File: src/rtl/vn_debias_packer.sv
// Von Neumann debiaser and word packer for the raw metastable bit stream,
// with a repetition-count health test that latches a sticky failure.
module vn_debias_packer #(
    parameter int WIDTH       = 8,
    parameter int SYNC_STAGES = 2,
    parameter int REP_LIMIT   = 32
) (
    input  logic             clk_in,
    input  logic             rst,
    input  logic             raw_bit,
    input  logic             raw_valid,
    output logic [WIDTH-1:0] data_out,
    output logic             data_valid,
    input  logic             data_ready,
    output logic             health_fail,
    output logic [15:0]      drop_count
);

    localparam int CW = $clog2(WIDTH + 1);
    localparam logic [7:0] REP_LIMIT_W = 8'(REP_LIMIT);
    localparam logic [CW-1:0] COUNT_FULL = CW'(WIDTH);
    localparam logic [CW-1:0] COUNT_LAST = CW'(WIDTH - 1);

    typedef enum logic {WAIT_FIRST, HAVE_FIRST} vn_state_t;

    logic [SYNC_STAGES-1:0] sync_bit_reg, sync_valid_reg;
    logic                   s_bit, s_valid;

    logic [7:0]  run_cnt_reg, run_cnt_next;
    logic        prev_bit_reg, have_prev_reg;
    logic        health_fail_reg, health_set;

    vn_state_t   vn_state_reg;
    logic        first_bit_reg;
    logic        emit, emit_bit;

    logic [WIDTH-1:0] word_reg, word_next, word_with_bit;
    logic [CW-1:0]    count_reg, count_next;
    logic [WIDTH-1:0] data_out_reg, data_out_next;
    logic             data_valid_reg, data_valid_next;
    logic [15:0]      drop_reg, drop_next;
    logic             pack_en, blocked, out_free, held, load;

    // raw_valid travels with raw_bit so the aligned sample stays paired.
    always_ff @(posedge clk_in or posedge rst) begin
        if (rst) begin
            sync_bit_reg   <= '0;
            sync_valid_reg <= '0;
        end else begin
            sync_bit_reg   <= {sync_bit_reg[SYNC_STAGES-2:0], raw_bit};
            sync_valid_reg <= {sync_valid_reg[SYNC_STAGES-2:0], raw_valid};
        end
    end

    assign s_bit   = sync_bit_reg[SYNC_STAGES-1];
    assign s_valid = sync_valid_reg[SYNC_STAGES-1];

    always_comb begin
        run_cnt_next = run_cnt_reg;
        if (s_valid) begin
            if (have_prev_reg && (s_bit == prev_bit_reg))
                run_cnt_next = (run_cnt_reg == 8'hFF) ? run_cnt_reg : run_cnt_reg + 8'd1;
            else
                run_cnt_next = 8'd1;
        end
    end

    assign health_set = s_valid && (run_cnt_next >= REP_LIMIT_W);

    always_ff @(posedge clk_in or posedge rst) begin
        if (rst) begin
            run_cnt_reg     <= '0;
            prev_bit_reg    <= 1'b0;
            have_prev_reg   <= 1'b0;
            health_fail_reg <= 1'b0;
        end else begin
            run_cnt_reg <= run_cnt_next;
            if (s_valid) begin
                prev_bit_reg  <= s_bit;
                have_prev_reg <= 1'b1;
            end
            if (health_set)
                health_fail_reg <= 1'b1;
        end
    end

    always_ff @(posedge clk_in or posedge rst) begin
        if (rst) begin
            vn_state_reg  <= WAIT_FIRST;
            first_bit_reg <= 1'b0;
        end else if (s_valid) begin
            case (vn_state_reg)
                WAIT_FIRST: begin
                    first_bit_reg <= s_bit;
                    vn_state_reg  <= HAVE_FIRST;
                end
                default: vn_state_reg <= WAIT_FIRST;
            endcase
        end
    end

    // Pair 10 emits 1, pair 01 emits 0: the emitted bit is the first of the pair.
    assign emit     = s_valid && (vn_state_reg == HAVE_FIRST) && (s_bit != first_bit_reg);
    assign emit_bit = first_bit_reg;

    assign pack_en  = emit && !health_fail_reg;
    assign blocked  = health_fail_reg || health_set;
    assign out_free = !data_valid_reg || data_ready;
    assign held     = (count_reg == COUNT_FULL);

    always_comb begin
        word_with_bit = word_reg;
        for (int i = 0; i < WIDTH; i++)
            if (count_reg == CW'(i))
                word_with_bit[i] = emit_bit;
    end

    always_comb begin
        count_next    = count_reg;
        word_next     = word_reg;
        drop_next     = drop_reg;
        load          = 1'b0;
        data_out_next = data_out_reg;
        if (held) begin
            if (out_free && !blocked) begin
                load          = 1'b1;
                data_out_next = word_reg;
                count_next    = '0;
                if (pack_en) begin
                    word_next  = {word_reg[WIDTH-1:1], emit_bit};
                    count_next = CW'(1);
                end
            end else if (pack_en && (drop_reg != 16'hFFFF)) begin
                drop_next = drop_reg + 16'd1;
            end
        end else if (pack_en) begin
            word_next = word_with_bit;
            if (count_reg == COUNT_LAST) begin
                if (out_free && !blocked) begin
                    load          = 1'b1;
                    data_out_next = word_with_bit;
                    count_next    = '0;
                end else begin
                    count_next = COUNT_FULL;
                end
            end else begin
                count_next = count_reg + CW'(1);
            end
        end
    end

    always_comb begin
        data_valid_next = data_valid_reg;
        if (load)
            data_valid_next = 1'b1;
        else if (data_valid_reg && data_ready)
            data_valid_next = 1'b0;
    end

    always_ff @(posedge clk_in or posedge rst) begin
        if (rst) begin
            word_reg       <= '0;
            count_reg      <= '0;
            drop_reg       <= '0;
            data_out_reg   <= '0;
            data_valid_reg <= 1'b0;
        end else begin
            word_reg       <= word_next;
            count_reg      <= count_next;
            drop_reg       <= drop_next;
            data_out_reg   <= data_out_next;
            data_valid_reg <= data_valid_next;
        end
    end

    assign data_out    = data_out_reg;
    assign data_valid  = data_valid_reg;
    assign health_fail = health_fail_reg;
    assign drop_count  = drop_reg;

endmodule

File: config.mk
export PLATFORM = sky130hd
export DESIGN_NAME = vn_debias_packer
export DESIGN_NICKNAME = d
export VERILOG_FILES = /design/src/rtl/vn_debias_packer.sv
export SDC_FILE = /design/constraint.sdc
export NUM_CORES = 1
export LEC_CHECK = 0
export ABC_AREA = 1
export CORE_MARGIN = 2
export CORE_UTILIZATION = 47
export DETAILED_ROUTE_END_ITERATION = 8
export DONT_BUFFER_PORTS = 1
export PLACE_DENSITY = 0.65
export SYNTH_ARGS = -nofsm -noshare
export SYNTH_HDL_FRONTEND = slang
export SYNTH_SLANG_ARGS = --single-unit
File: constraint.sdc
create_clock -name clk_in -period 4.37 [get_ports clk_in]
set_input_delay 0.874 -clock clk_in [delete_from_list [all_inputs] [get_ports clk_in]]
set_output_delay 0.874 -clock clk_in [all_outputs]
set_load 0.02 [all_outputs]
==> flow_summary.json <==
{
  "relSlewSlack": 0.5519,
  "ys_seq_area_frac": 0.4444,
  "io_buffers": 0,
  "end_kind": "flop",
  "grt_max_degree": 55,
  "required_ns": 4.62,
  "die_h_um": 84.43,
  "p_leak_nw": 1.464,
  "min_to": "sync_bit_reg[1]",
  "r2r-end": "data_out[1]",
  "synth_nets": 389,
  "yosysTopAreaCellShare": 0.4444,
  "post-dp-hpwl_um": 4160,
  "drt_iter0_drc": 91,
  "start_util": 0.4816,
  "hp-class": "flop to flop",
  "seqPwrFrac": 0.508,
  "ys_ff_latch": 54,
  "fmax_mhz": 405.8,
  "clkTransAtPathRegs_ns": 0.09,
  "p_per_area_nw_per_um2": 437.7,
  "p_comb_frac": 0.263,
  "final.min_clock_period_ns": 2.464,
  "first_pass_iters": 4,
  "drc": 0,
  "fin_ws_ns": 1.906,
  "path_class": "flop to flop",
  "fp.dieW_um": 84.43,
  "r2r.worst_path.cells": 10,
  "post-cts-setup-buffers": 0,
  "cts.repair.resized": 0,
  "grt_antenna_before_repair": 0,
  "power_frac_clock": 0.229,
  "dpl_cell_area_sq_um": 3077,
  "status": "finished, final reports clean",
  "drive_gt1_frac": 0.1102,
  "grt_pass1_vias": 2241,
  "syn_area_sq_um": 3040,
  "cts_buffers": 5,
  "synth_most_common_cell": "nand2_1",
  "clk_latency_ns": 0.30,
  "synth_cells": 378,
  "area_delta_synth_final_pct": 4.815,
  "synth_ff_type": "dfrtp_1",
  "p_sw_frac": 0.3721,
  "arrival_ns": 2.71,
  "dieArea_sq_um": 7128,
  "p_switching_uw": 519.1,
  "wl_um": 5693,
  "cts_buffer_depth": 2,
  "overflow": 0,
  "fin_area_sq_um": 3187,
  "crit_fanout": 16,
  "track_usage": 0.1724,
  "pin_count": 31,
  "grt_setup_unrepaired": "no",
  "gp_congestion": 0.8054,
  "cts_root_buf": "clkbuf_8",
  "synth_cell_types": 35,
  "whs_path_depth": 0,
  "clock-sinks": 54,
  "post_drt_wl_per_cell_um": 12.43,
  "nNetsFinal": 391,
  "regToRegStartpoint": "count_reg[0]",
  "rows": 29,
  "largest_reg_flops": 16,
  "fp.coreArea_sq_um": 6314,
  "vias_per_cell": 5.133,
  "maxSlewViolCount": 0,
  "startpoint_type": "flop",
  "vdd_ir_drop_max_mv": 0.2658,
  "rrSetupSlack_ns": 1.91,
  "finalHoldViolCount": 0,
  "preCtsSetupSlack_ns": 1.896,
  "antenna_cells": 0,
  "grt_pass1_wl_um": 10080,
  "min-delay-start": "sync_bit_reg[0]",
  "route.antenna.remaining_nets": 0,
  "tritoncts": "built",
  "ys_top_cells_by_area": "dfrtp_1 (44%), nand2_1 (14%), inv_1 (6.8%), o21ai_2 (4.3%), nand3_1 (3.8%)",
  "clock-skew-final_ns": 0.005704,
  "place_inst": 450,
  "yosys_warnings": 0,
  "async_reset_ff_frac": 1.000,
  "hold_buffers": 0,
  "yosysTopAreaCell": "dfrtp_1",
  "tns_ns": 0,
  "postSynthAreaPerCell_sq_um": 8.043,
  "worst_pin_slew_ns": 0.6722,
  "synthTopCellsByCount": "nand2_1 (110), inv_1 (55), dfrtp_1 (54)",
  "p_int_uw": 875.7,
  "synth-edff-count": 0,
  "final_cells": 458,
  "drv_cap": 0,
  "finalSetupViolCount": 0,
  "timing.final.crit_share": 0.5639,
  "h-tree-depth": 2,
  "vias": 2351
}
==> area by class of cell <==
cell class                 count  area, sq um
clock buffer                   8        110.1
multi-input combinational    260         1403
inverter                      58        219.0
fill                         617         3127
tap                           77        96.34
timing repair buffer           1        7.507
sequential                    54         1351
==> power by group through the flow <==
stage / Clock (mW) / Combinational [mW] / Sequential [mW]
6_report: 0.320 / 0.367 / 0.708
5_1_grt: 0.354 / 0.435 / 0.722
4_1_cts: 0.333 / 0.369 / 0.708
3_5_place_dp: 0 / 0.368 / 0.716
3_3_place_gp: 0 / 0.361 / 0.714
2_1_floorplan: 0 / 0.312 / 0.688
==> cell families after synthesis <==
logic type	share of synthesized area
AND/OR/NAND/NOR	0.2770
buffers and inverters	0.09423
flip-flops	0.4444
AO/OA/AOI/OAI	0.1136
XOR/XNOR	0.04609
adder cells (fa/ha/maj)	0.02469
==> metrics by stage <==
step | hold WS (ns) | power [mW] | util
3_5_place_dp | 0.3371 | 1.083 | 0.4873
3_3_place_gp | 0.3348 | 1.076 | 0.4873
2_1_floorplan | 0.3312 | 0.9995 | -
4_1_cts | 0.3590 | 1.411 | 0.5048
6_report | 0.3551 | 1.395 | 0.5048
5_1_grt | 0.3639 | 1.511 | 0.5048
==> worst max-delay path, cell delays in order (launching register included) <==
cell,delay (ns)
dfrtp_1,0.45
inv_1,0.13
ha_1,0.15
inv_1,0.08
nor3_4,0.50
inv_1,0.31
o21ai_1,0.21
nand4_4,0.23
clkinv_2,0.17
o21ai_0,0.11
nand2_1,0.07
==> worst max path at each step <==
stage | startpoint | to | slack (ns) | cells after the start
after floorplan | rst | count_reg[0] | 2.18 | 1
after global placement | count_reg[0] | data_out[3] | 1.95 | 10
after detailed placement | count_reg[0] | data_out[1] | 1.90 | 10
after CTS | count_reg[0] | data_out[1] | 1.89 | 10
after global routing | count_reg[0] | data_out[1] | 1.63 | 10
final | count_reg[0] | data_out[1] | 1.91 | 10
==> layout by cell type, fill, tap and decap left out, drive strengths merged <==
cell / n
a41oi: 1
nor3: 8
nand2: 114
nor4: 3
clkinv: 2
dfrtp: 54
or2: 2
xor2: 12
a21oi: 9
xnor2: 4
ha: 6
clkbuf: 8
inv: 56
buf: 1
a311oi: 2
o21ai: 37
o21bai: 1
o22ai: 1
o31ai: 1
nand3: 26
nor2: 27
nand4: 6
==> metal layers <==
layer | routed length, um | global-route usage
met5 | 0 | 0
met4 | 53 | 0.04329
met3 | 210 | 0.04621
met2 | 2871 | 0.3066
met1 | 2558 | 0.2081
Power figures use the tool's default switching activity.
